### src/rtl/mdu_pkg.sv
// Shared definitions for the RV32M divide/remainder unit: op encodings, FSM states, helpers.
package mdu_pkg;

    localparam int unsigned MDU_XLEN = 32;

    localparam logic [2:0] DIV_OP_DIV  = 3'b100;
    localparam logic [2:0] DIV_OP_DIVU = 3'b101;
    localparam logic [2:0] DIV_OP_REM  = 3'b110;
    localparam logic [2:0] DIV_OP_REMU = 3'b111;

    typedef enum logic [1:0] {
        IDLE,
        CALC,
        DONE
    } div_state_e;

    function automatic logic op_is_rem(input logic [2:0] op);
        return (op == DIV_OP_REM) || (op == DIV_OP_REMU);
    endfunction

    function automatic logic op_is_signed(input logic [2:0] op);
        return (op == DIV_OP_DIV) || (op == DIV_OP_REM);
    endfunction

endpackage

### src/rtl/mdu_divider_if.sv
// Request/response bundle between the decoder/execute stage and the divider.
interface mdu_divider_if #(
    parameter int unsigned XLEN = 32
);
    logic            div_start;
    logic [2:0]      div_op;
    logic [XLEN-1:0] dividend;
    logic [XLEN-1:0] divisor;
    logic [4:0]      rd_in;
    logic            flush;
    logic            busy;
    logic            done;
    logic [XLEN-1:0] result;
    logic [4:0]      rd_out;

    modport master (
        output div_start, div_op, dividend, divisor, rd_in, flush,
        input  busy, done, result, rd_out
    );

    modport slave (
        input  div_start, div_op, dividend, divisor, rd_in, flush,
        output busy, done, result, rd_out
    );
endinterface

### src/rtl/mdu_divider.sv
// Multi-cycle radix-2 restoring divider for RV32M DIV/DIVU/REM/REMU.
// Fixed 33-cycle latency on the normal path; divide-by-zero and overflow finish in one.
module mdu_divider
    import mdu_pkg::*;
#(
    parameter int unsigned XLEN  = MDU_XLEN,
    parameter int unsigned CNT_W = 6
) (
    input logic         clk,
    input logic         rst_n,
    mdu_divider_if.slave bus
);

    localparam logic [XLEN-1:0] MinNeg = {1'b1, {(XLEN-1){1'b0}}};

    div_state_e       state_q, state_d;
    logic             busy_q, busy_d;
    logic             done_q, done_d;
    logic [XLEN-1:0]  result_q, result_d;
    logic [4:0]       rd_out_q, rd_out_d;
    logic [4:0]       rd_q, rd_d;
    logic [2:0]       op_q, op_d;
    logic             neg_quo_q, neg_quo_d;
    logic             neg_rem_q, neg_rem_d;
    logic [XLEN-1:0]  quo_q, quo_d;
    logic [XLEN-1:0]  rem_q, rem_d;
    logic [XLEN-1:0]  dsr_q, dsr_d;
    logic [CNT_W-1:0] cnt_q, cnt_d;

    logic             accept;
    logic             sign_a, sign_b;
    logic [XLEN-1:0]  abs_a, abs_b;
    logic [XLEN-1:0]  step_rem, step_quo;

    // One restoring step: the remainder picks up the next dividend bit, and the quotient bit
    // shifts in from the right as the dividend bits shift out the left of the same register.
    function automatic logic [2*XLEN-1:0] div_step(input logic [XLEN-1:0] rem,
                                                   input logic [XLEN-1:0] quo,
                                                   input logic [XLEN-1:0] dsr);
        logic [XLEN:0] acc;
        logic [XLEN:0] diff;
        acc  = {rem, quo[XLEN-1]};
        diff = acc - {1'b0, dsr};
        if (!diff[XLEN]) begin
            return {diff[XLEN-1:0], quo[XLEN-2:0], 1'b1};
        end
        return {acc[XLEN-1:0], quo[XLEN-2:0], 1'b0};
    endfunction

    assign accept = bus.div_start && bus.div_op[2] && !bus.flush;
    assign sign_a = op_is_signed(bus.div_op) && bus.dividend[XLEN-1];
    assign sign_b = op_is_signed(bus.div_op) && bus.divisor[XLEN-1];
    assign abs_a  = sign_a ? -bus.dividend : bus.dividend;
    assign abs_b  = sign_b ? -bus.divisor : bus.divisor;
    assign {step_rem, step_quo} = div_step(rem_q, quo_q, dsr_q);

    always_comb begin
        state_d   = state_q;
        busy_d    = busy_q;
        done_d    = 1'b0;
        result_d  = result_q;
        rd_out_d  = rd_out_q;
        rd_d      = rd_q;
        op_d      = op_q;
        neg_quo_d = neg_quo_q;
        neg_rem_d = neg_rem_q;
        quo_d     = quo_q;
        rem_d     = rem_q;
        dsr_d     = dsr_q;
        cnt_d     = cnt_q;

        unique case (state_q)
            CALC: begin
                if (bus.flush) begin
                    state_d = IDLE;
                    busy_d  = 1'b0;
                end else begin
                    rem_d = step_rem;
                    quo_d = step_quo;
                    cnt_d = cnt_q - 1'b1;
                    if (cnt_q == '0) begin
                        if (op_is_rem(op_q)) begin
                            result_d = neg_rem_q ? -step_rem : step_rem;
                        end else begin
                            result_d = neg_quo_q ? -step_quo : step_quo;
                        end
                        rd_out_d = rd_q;
                        state_d  = DONE;
                        busy_d   = 1'b0;
                        done_d   = 1'b1;
                    end
                end
            end
            IDLE, DONE: begin
                state_d = IDLE;
                if (accept) begin
                    op_d = bus.div_op;
                    rd_d = bus.rd_in;
                    if (bus.divisor == '0) begin
                        result_d = op_is_rem(bus.div_op) ? bus.dividend : '1;
                        rd_out_d = bus.rd_in;
                        state_d  = DONE;
                        done_d   = 1'b1;
                    end else if (op_is_signed(bus.div_op) && bus.dividend == MinNeg &&
                                 bus.divisor == '1) begin
                        result_d = op_is_rem(bus.div_op) ? '0 : MinNeg;
                        rd_out_d = bus.rd_in;
                        state_d  = DONE;
                        done_d   = 1'b1;
                    end else begin
                        neg_quo_d = sign_a ^ sign_b;
                        neg_rem_d = sign_a;
                        quo_d     = abs_a;
                        dsr_d     = abs_b;
                        rem_d     = '0;
                        cnt_d     = CNT_W'(XLEN - 1);
                        state_d   = CALC;
                        busy_d    = 1'b1;
                    end
                end
            end
            default: begin
                state_d = IDLE;
                busy_d  = 1'b0;
            end
        endcase
    end

    always_ff @(posedge clk or negedge rst_n) begin
        if (!rst_n) begin
            state_q   <= IDLE;
            busy_q    <= 1'b0;
            done_q    <= 1'b0;
            result_q  <= '0;
            rd_out_q  <= '0;
            rd_q      <= '0;
            op_q      <= '0;
            neg_quo_q <= 1'b0;
            neg_rem_q <= 1'b0;
            quo_q     <= '0;
            rem_q     <= '0;
            dsr_q     <= '0;
            cnt_q     <= '0;
        end else begin
            state_q   <= state_d;
            busy_q    <= busy_d;
            done_q    <= done_d;
            result_q  <= result_d;
            rd_out_q  <= rd_out_d;
            rd_q      <= rd_d;
            op_q      <= op_d;
            neg_quo_q <= neg_quo_d;
            neg_rem_q <= neg_rem_d;
            quo_q     <= quo_d;
            rem_q     <= rem_d;
            dsr_q     <= dsr_d;
            cnt_q     <= cnt_d;
        end
    end

    assign bus.busy   = busy_q;
    assign bus.done   = done_q;
    assign bus.result = result_q;
    assign bus.rd_out = rd_out_q;

endmodule

### src/flat_wrapper.sv
// flat-port wrapper written by rule: the top's interface ports become plain ports
module mdu_divider_flat import mdu_pkg::*;
#(
    parameter int unsigned XLEN  = MDU_XLEN,
    parameter int unsigned CNT_W = 6
)
  (clk, rst_n, bus_div_start, bus_div_op, bus_dividend, bus_divisor, bus_rd_in, bus_flush, bus_busy, bus_done, bus_result, bus_rd_out);
  mdu_divider_if #(.XLEN(XLEN)) bus_i ();
  input logic clk;
  input logic rst_n;
  input wire logic [$bits(bus_i.div_start)-1:0] bus_div_start;
  input wire logic [$bits(bus_i.div_op)-1:0] bus_div_op;
  input wire logic [$bits(bus_i.dividend)-1:0] bus_dividend;
  input wire logic [$bits(bus_i.divisor)-1:0] bus_divisor;
  input wire logic [$bits(bus_i.rd_in)-1:0] bus_rd_in;
  input wire logic [$bits(bus_i.flush)-1:0] bus_flush;
  output wire logic [$bits(bus_i.busy)-1:0] bus_busy;
  output wire logic [$bits(bus_i.done)-1:0] bus_done;
  output wire logic [$bits(bus_i.result)-1:0] bus_result;
  output wire logic [$bits(bus_i.rd_out)-1:0] bus_rd_out;
  assign bus_i.div_start = bus_div_start;
  assign bus_i.div_op = bus_div_op;
  assign bus_i.dividend = bus_dividend;
  assign bus_i.divisor = bus_divisor;
  assign bus_i.rd_in = bus_rd_in;
  assign bus_i.flush = bus_flush;
  assign bus_busy = bus_i.busy;
  assign bus_done = bus_i.done;
  assign bus_result = bus_i.result;
  assign bus_rd_out = bus_i.rd_out;
  mdu_divider #(.XLEN(XLEN), .CNT_W(CNT_W)) u_core (.clk(clk), .rst_n(rst_n), .bus(bus_i));
endmodule
### config.mk
export PLATFORM = sky130hd
export DESIGN_NAME = mdu_divider_flat
export DESIGN_NICKNAME = d
export VERILOG_FILES = /design/src/rtl/mdu_pkg.sv /design/src/rtl/mdu_divider_if.sv /design/src/rtl/mdu_divider.sv /design/src/flat_wrapper.sv
export SDC_FILE = /design/constraint.sdc
export NUM_CORES = 1
export LEC_CHECK = 0
export ABC_AREA = 1
export CAP_MARGIN = 20
export CORE_MARGIN = 2
export CORE_UTILIZATION = 60
export DETAILED_ROUTE_END_ITERATION = 6
export GPL_ROUTABILITY_DRIVEN = 0
export PLACE_DENSITY = 0.87
export SYNTH_ARGS = -nofsm -noshare
export SYNTH_HDL_FRONTEND = slang
export SYNTH_SLANG_ARGS = --single-unit
### constraint.sdc
create_clock -name clk -period 4.6 [get_ports clk]
set_input_delay 0.46 -clock clk [delete_from_list [all_inputs] [get_ports clk]]
set_output_delay 0.46 -clock clk [all_outputs]
set_load 0.03 [all_outputs]
==> flow_summary.yaml, run 1 <==
critical_path:
  path_buf_inv: 5
  crit_fanout: 4
  worstPathRequired_ps: 4970
  path_class: "register to register"
  arrival_ps: 4700
  end_kind: "register"
  cp.depth: 32
  crit_family: "simple AND/OR/NAND/NOR gates"
  critPathLaunchType: "register"
  rr_worst_depth: 32
  slowest_delay_ps: 400
  crit_slowest_cell: "dfrtp_1"
placement:
  pre_cts_ws_ps: 240
  io_buffers: 114
  placed_area_mm2: 0.0146
  dp_hpwl_um: 31800
floorplan:
  rows: 54
  die_height_um: 153
  dieArea_mm2: 0.0233
  start_util: 0.610
  fp.dieW_um: 153
  io_pins: 115
  coreArea_mm2: 0.0218
power_and_ir_drop:
  ir_drop_uv: 457
  fin_total_pwr_mw: 10.5
  power.leakage_nw: 7.65
  power.density_mw_per_mm2: 691
sta:
  setup-violations-final: 0
  period_needed_ps: 4330
  setup_tns_ps: 0
  fmax_mhz: 231
  period_share: 0.941
  max_slew_margin: 0.379
  worst_slew_pin_slew_ps: 929
  layout_setup_ws_ps: 271
  fin_skew_ps: 11.8
  final_hold_viol_count: 0
  drv_slew: 0
clock_tree:
  cts_max_path_buffers: 2
  clock_latency_ps: 440
  numCtsBuffers: 17
  clkTransAtPathRegs_ps: 70
  cts_sinks: 152
  cts_tree: "built"
  ctsRootBufferMaster: "clkbuf_16"
  h-tree-depth: 4
drt:
  drt_iter0_markers: 2009
  drcViolationCount: 0
  first_pass_iters: 7
  detail_route.vias_per_cell: 6.03
  wl_um: 43500
  wl_per_cell_um: 17.4
  vias: 15100
  ant_nets: 0
worst_hold_path:
  hold_class: "input port to async pin"
synth:
  yosysSeqAreaShare: 0.287
  synth_most_common_cell: "nand2_1"
  synth_top_cell_area_share: 0.287
  syn_inst: 2125
  synth_area_leader_cell: "dfrtp_1"
  ys_warn_count: 0
  synth_nets: 2241
  syn_area_mm2: 0.0133
  synth_seq_cells: 152
  synth_edf_count: 0
  ys.flop_type: "dfrtp_1"
  synth_cell_type_count: 50
  avgSynthCellArea_um2: 6.24
  synth_top_cells_by_area: "dfrtp_1 29%, nand2_1 19%, inv_1 8.2%, nor2_1 6.0%, nand3_1 4.7%"
  yosys-top-cells-count: "684 x nand2_1, 288 x inv_1, 212 x nor2_1"
  async_flop_share: 1.00
finish:
  final_nets: 2327
  stdcell_area_mm2: 0.0152
  area_growth_pct: 15.0
  drive_above_1_share: 0.0643
flow_run:
  drv_cap: 0
grt:
  antenna_found_initial: 2
  grt_use_total: 0.365
  grt_max_degree: 80
  grt-ovfl-total: 0
  grt_pass1_wl_um: 69200
  grt_pass1_vias: 14000
run_status:
  outcome: "finished, final reports clean"
-- worst reg2reg max path: cells and delay by family (launching register included) --
kind / cells / cell delay [ps]
and+or+nand+nor: 19 / 2230
adders and majority gates: 3 / 670
AOI/OAI and AO/OA: 5 / 560
DFF: 1 / 400
buffers and inverters: 5 / 390
-- path summary, 6_finish.rpt --
path	startpoint	endpoint	slack (ps)
max	u_core.quo_q[31]$_DFFE_PN0P_	u_core.bus.result[30]$_DFFE_PN0P_	270
min	rst_n	u_core.dsr_q[15]$_DFFE_PN0P_	50
max reg2reg	u_core.quo_q[31]$_DFFE_PN0P_	u_core.bus.result[30]$_DFFE_PN0P_	270
min reg2reg	u_core.rd_q[4]$_DFFE_PN0P_	u_core.rd_q[4]$_DFFE_PN0P_	480
max in group asynchronous	rst_n	u_core.quo_q[27]$_DFFE_PN0P_	3450
min in group clk	u_core.rd_q[4]$_DFFE_PN0P_	u_core.rd_q[4]$_DFFE_PN0P_	480
-- stage by stage --
step                       util  std cells  hold slack [ps]
final                     0.701       2505             47.3
after floorplan               -       2125              164
after global placement    0.670       2470              453
after detailed placement  0.670       2470              455
after CTS                 0.697       2502             83.2
after global routing      0.701       2504              118
-- cells by family (layout without fill, tap and decap cells) --
kind of cell,after synthesis,count (layout),synth area share
xor gates and xnor gates,74,74,0.0489
and+or+nand+nor,1177,1177,0.377
DFF,152,152,0.287
buffers and inverters,365,464,0.110
AOI/OAI and AO/OA,317,317,0.139
adders and majority gates,40,40,0.0383
other,0,1,0
-- cell type report --
| type | count | area, um2 |
|---|---|---|
| Antenna cell | 1 | 2.50 |
| Clock buffer | 18 | 439 |
| Clock inverter | 14 | 155 |
| Fill cell | 1830 | 6510 |
| Inverter | 295 | 1110 |
| Multi-Input combinational cell | 1608 | 8070 |
| Sequential cell | 152 | 3800 |
| Tap cell | 280 | 350 |
| Timing Repair Buffer | 137 | 1320 |
-- sequential cells by signal (all words and copies together), names as in the netlist --
register,count
u_core.bus.result,32
u_core.dsr_q,32
u_core.quo_q,32
u_core.rem_q,32
u_core.cnt_q,6
u_core.bus.rd_out,5
u_core.rd_q,5
u_core.op_q,2
u_core.state_q,2
u_core.bus.busy,1
u_core.bus.done,1
u_core.neg_quo_q,1
u_core.neg_rem_q,1
-- cell usage in the layout, fill, tap and decap left out, types with 23 or more instances in the layout --
cell type,n
nand2_1,681
nand4_1,34
ha_1,37
nand3_1,123
dfrtp_1,152
inv_1,287
a21oi_1,88
o22ai_1,30
nand2_2,35
clkdlybuf4s50_1,113
nor2_1,209
o21ai_0,114
o221ai_1,32
buf_4,23
nor3_1,33
xor2_1,52
-- metal layers --
| metal | vias up | track usage | part of all wire | wire length [um] |
|---|---|---|---|---|
| met1 | 6861 | 0.480 | 0.38 | 16700 |
| met2 | 1009 | 0.579 | 0.45 | 19700 |
| li1 | 7019 | - | - | - |
| met3 | 206 | 0.0739 | 0.11 | 4840 |
| met5 | - | 0 | 0 | 0 |
| met4 | 0 | 0.178 | 0.054 | 2340 |
-- what timing repair did --
item | in CTS | in global routing
buffers inserted | 0 | 2
endpoints found under the setup margin | 0 | 8
hold buffers | 0 | 0
gates resized for setup | 0 | 18
-- report_power, final --
part | switching [mW] | total [mW] | internal (mW)
Combinational | 5.01 | 7.16 | 2.15
Sequential | 0.282 | 1.92 | 1.63
Clock | 0.680 | 1.46 | 0.785
Note: power is estimated with default switching activity, not from simulation.
==> run 2, diff against run 1 <==
--- a/config.mk
+++ b/config.mk
@@ -11,6 +11,7 @@
 export CORE_UTILIZATION = 60
 export DETAILED_ROUTE_END_ITERATION = 6
 export GPL_ROUTABILITY_DRIVEN = 0
+export MAX_ROUTING_LAYER = met4
 export PLACE_DENSITY = 0.87
 export SYNTH_ARGS = -nofsm -noshare
 export SYNTH_HDL_FRONTEND = slang
==> flow_summary.yaml, run 2 (synthesis gave the netlist of run 1 again) <==
run_status:
  outcome: "finished with violations"
  violations: "DRC"
floorplan:
  start_util: 0.610
  io_pins: 115
  die_height_um: 153
  rows: 54
  fp.dieW_um: 153
  coreArea_mm2: 0.0218
  dieArea_mm2: 0.0233
sta:
  period_needed_ps: 4340
  setup-violations-final: 0
  fin_skew_ps: 13.0
  period_share: 0.944
  setup_tns_ps: 0
  final_hold_viol_count: 0
  worst_slew_pin_slew_ps: 916
  drv_slew: 0
  max_slew_margin: 0.388
  fmax_mhz: 230
clock_tree:
  clock_latency_ps: 440
  numCtsBuffers: 17
  clkTransAtPathRegs_ps: 70
  ctsRootBufferMaster: "clkbuf_16"
  h-tree-depth: 4
  cts_tree: "built"
  cts_sinks: 152
  hold_buffers: 0
  cts_max_path_buffers: 2
critical_path:
  rr_worst_depth: 32
  arrival_ps: 4710
  end_kind: "register"
  worstPathRequired_ps: 4970
  crit_slowest_cell: "dfrtp_1"
  crit_fanout: 4
  path_class: "register to register"
  critPathLaunchType: "register"
  slowest_delay_ps: 400
drt:
  drcViolationCount: 9
  ant_nets: 0
  vias: 15100
  wl_um: 43400
  first_pass_iters: 7
  wl_per_cell_um: 17.3
  drt_iter0_markers: 1921
  detail_route.vias_per_cell: 6.05
flow_run:
  drv_cap: 0
grt:
  antenna_found_initial: 2
  grt_use_total: 0.377
  grt_max_degree: 80
  grt_pass1_wl_um: 69300
  grt_pass1_vias: 14000
  grt-ovfl-total: 0
finish:
  final_nets: 2327
  diodes: 0
  drive_above_1_share: 0.0643
  fin_cells: 2504
  mostFrequentLayoutCell: "nand2_1"
  layout_common_cells: "681 x nand2_1, 287 x inv_1, 209 x nor2_1"
  area_growth_pct: 14.9
power_and_ir_drop:
  power.leakage_nw: 7.65
  power.density_mw_per_mm2: 691
  ir_drop_uv: 457
placement:
  dp_hpwl_um: 31800
  io_buffers: 114
  dp_cells: 2470
worst_hold_path:
  hold_class: "input port to async pin"
==> run 2: changes by cell type in the layout (fill, tap and decap cells not counted), sizes merged <==
cell   delta
diode     -1
==> run 2: final cells by class <==
class	count	area (um2)
Tap cell	280	350
Fill cell	1831	6520
Timing Repair Buffer	137	1320
Clock buffer	18	439
Inverter	295	1110
Clock inverter	14	155
Multi-Input combinational cell	1608	8070
Sequential cell	152	3800
==> run 2: path summary, 6_finish.rpt <==
path | start | slack, ps | to
setup reg to reg | u_core.quo_q[31]$_DFFE_PN0P_ | 260 | u_core.bus.result[30]$_DFFE_PN0P_
setup / recovery | u_core.quo_q[31]$_DFFE_PN0P_ | 260 | u_core.bus.result[30]$_DFFE_PN0P_
max in group asynchronous | rst_n | 3460 | u_core.rem_q[20]$_DFFE_PN0P_
hold reg to reg | u_core.rd_q[0]$_DFFE_PN0P_ | 480 | u_core.rd_q[0]$_DFFE_PN0P_
min in group clk | u_core.rd_q[0]$_DFFE_PN0P_ | 480 | u_core.rd_q[0]$_DFFE_PN0P_
hold / removal | rst_n | 50 | u_core.dsr_q[15]$_DFFE_PN0P_
==> run 2: stage by stage <==
stage                     worst slack, ps  utilization  hold WS [ps]  total power [mW]  area, um2
after global placement                382        0.670           453              8.47      14600
after detailed placement              240        0.670           455              8.66      14600
after floorplan                       604            -           164              7.14      13300
final                                 257        0.701          54.6              10.5      15200
after CTS                             156        0.697          83.2              10.2      15200
after global routing                -92.6        0.701           124              11.4      15200
==> run 2: power by group <==
group          internal, mW  switching (mW)  leakage, nW
clock network         0.785           0.675        0.294
registers              1.63           0.281         1.96
logic                  2.15            5.01         5.39
total                  4.57            5.97         7.65
==> run 2: layer usage <==
layer	vias up	track usage	wire length, um
met4	0	0.177	2250
met3	218	0.0762	4990
met2	1022	0.578	19600
met1	6885	0.480	16500
li1	7021	-	-
met5	-	-	0
==> run 2: what timing repair did <==
item / in CTS / in global routing
endpoints found under the setup margin: 0 / 8
setup buffers: 0 / 2
resized for setup: 0 / 18
==> run 2: worst max-delay path: cells and delay by family, from the launching register on <==
kind / cells / cell delay, ps
and+or+nand+nor: 19 / 2230
buffers and inverters: 5 / 390
AOI/OAI and AO/OA: 5 / 560
DFF: 1 / 400
adders and majority gates: 3 / 670
==> run 3, diff against run 2 <==
--- a/config.mk
+++ b/config.mk
@@ -9,10 +9,12 @@
 export CAP_MARGIN = 20
 export CORE_MARGIN = 2
 export CORE_UTILIZATION = 60
+export CTS_CLUSTER_SIZE = 10
 export DETAILED_ROUTE_END_ITERATION = 6
 export GPL_ROUTABILITY_DRIVEN = 0
 export MAX_ROUTING_LAYER = met4
 export PLACE_DENSITY = 0.87
+export RECOVER_POWER = 100
 export SYNTH_ARGS = -nofsm -noshare
 export SYNTH_HDL_FRONTEND = slang
 export SYNTH_SLANG_ARGS = --single-unit
==> flow_summary.yaml, run 3 (synthesis gave the netlist of run 1 again) <==
run_status:
  outcome: "finished with violations"
  violations: "DRC, capacitance limit, slew limit"
placement:
  dp_cells: 2470
  placed_area_mm2: 0.0146
  io_buffers: 114
  dp_hpwl_um: 31800
  pre_cts_ws_ps: 240
drt:
  detail_route.vias_per_cell: 6.04
  vias: 15100
  wl_um: 43500
  drt_iter0_markers: 1997
  ant_nets: 0
  wl_per_cell_um: 17.4
  drcViolationCount: 14
  first_pass_iters: 7
clock_tree:
  h-tree-depth: 4
  cts_sinks: 152
  ctsRootBufferMaster: "clkbuf_16"
  cts_max_path_buffers: 2
  clock_latency_ps: 450
  clkTransAtPathRegs_ps: 70
  cts_tree: "built"
  numCtsBuffers: 17
sta:
  worst_slew_pin_slew_ps: 3630
  final_hold_viol_count: 0
  fmax_mhz: 228
  holdWs_ps: 479
  setup_tns_ps: 0
  fin_skew_ps: 16.2
  period_share: 0.952
  layout_setup_ws_ps: 219
  setup-violations-final: 0
  period_needed_ps: 4380
  drv_slew: 80
  max_slew_margin: -1.42
finish:
  final_nets: 2327
  mostFrequentLayoutCell: "nand2_1"
  fin_cells: 2504
  stdcell_area_mm2: 0.0152
  area_growth_pct: 14.6
  layout_common_cells: "682 x nand2_1, 289 x inv_1, 211 x nor2_1"
  diodes: 0
  fin_util: 0.698
  drive_above_1_share: 0.0589
power_and_ir_drop:
  power.leakage_nw: 7.77
  ir_drop_uv: 462
  fin_total_pwr_mw: 10.5
  power.density_mw_per_mm2: 693
grt:
  antenna_found_initial: 2
  grt_use_total: 0.377
  grt_pass1_vias: 14000
  grt_max_degree: 80
  grt-ovfl-total: 0
  grt_pass1_wl_um: 69300
floorplan:
  dieArea_mm2: 0.0233
  rows: 54
  die_height_um: 153
  start_util: 0.610
  coreArea_mm2: 0.0218
  io_pins: 115
  fp.dieW_um: 153
critical_path:
  critPathLaunchType: "register"
  arrival_ps: 4750
  crit_fanout: 4
  worstReg2RegStart: "u_core.quo_q[31]$_DFFE_PN0P_"
  path_class: "register to register"
  crit_slowest_cell: "dfrtp_1"
  end_kind: "register"
  worstPathRequired_ps: 4970
  slowest_delay_ps: 400
  cp-startpoint: "u_core.quo_q[31]$_DFFE_PN0P_"
worst_hold_path:
  hp-start: "u_core.rd_q[0]$_DFFE_PN0P_"
  hold_class: "register to register"
flow_run:
  drv_cap: 1
run 3: worst max-delay path: cells and delay by family (launching register included):
family / cells / cell delay (ps)
flip-flops: 1 / 400
AND/OR/NAND/NOR: 19 / 2240
AO/OA/AOI/OAI: 5 / 580
buffers and inverters: 5 / 390
adder cells (fa/ha/maj): 3 / 670
run 3: path summary, 6_finish.rpt:
check,to,slack (ps),cells past startpoint
setup reg to reg,u_core.bus.result[30]$_DFFE_PN0P_,220,32
max in group asynchronous,u_core.bus.result[0]$_DFFE_PN0P_,850,2
hold reg to reg,u_core.rd_q[0]$_DFFE_PN0P_,480,2
min in group asynchronous,u_core.dsr_q[15]$_DFFE_PN0P_,1410,1
hold / removal,u_core.rd_q[0]$_DFFE_PN0P_,480,2
setup / recovery,u_core.bus.result[30]$_DFFE_PN0P_,220,32
run 3: area by class of cell:
cell class	count	area (um2)
flip-flops and latches	152	3800
multi-input cells	1608	8050
repair buffers	137	1290
well taps	280	350
clock inverters	14	155
inverters	295	1110
clock buffers	18	439
fillers	1848	6560
run 3: report_power, final:
group          internal, mW  total [mW]  switching, mW
Sequential             1.63        1.92          0.282
Combinational          2.14        7.15           5.01
Clock                 0.785        1.47          0.685
Total                  4.56        10.5           5.98
run 3: timing repair:
item                                    in CTS  in global routing
hold endpoints to repair                     0                  0
endpoints found under the setup margin       0                  8
setup buffers                                0                  2
hold buffers                                 0                  0
gates resized for setup                      0                 18
run 3: metal layers:
metal / global-route usage / share of wire / vias to the layer above
li1: - / - / 7019
met1: 0.480 / 0.39 / 6916
met2: 0.578 / 0.45 / 965
met3: 0.0762 / 0.11 / 212
met4: 0.177 / 0.052 / 0
met5: - / 0 / -
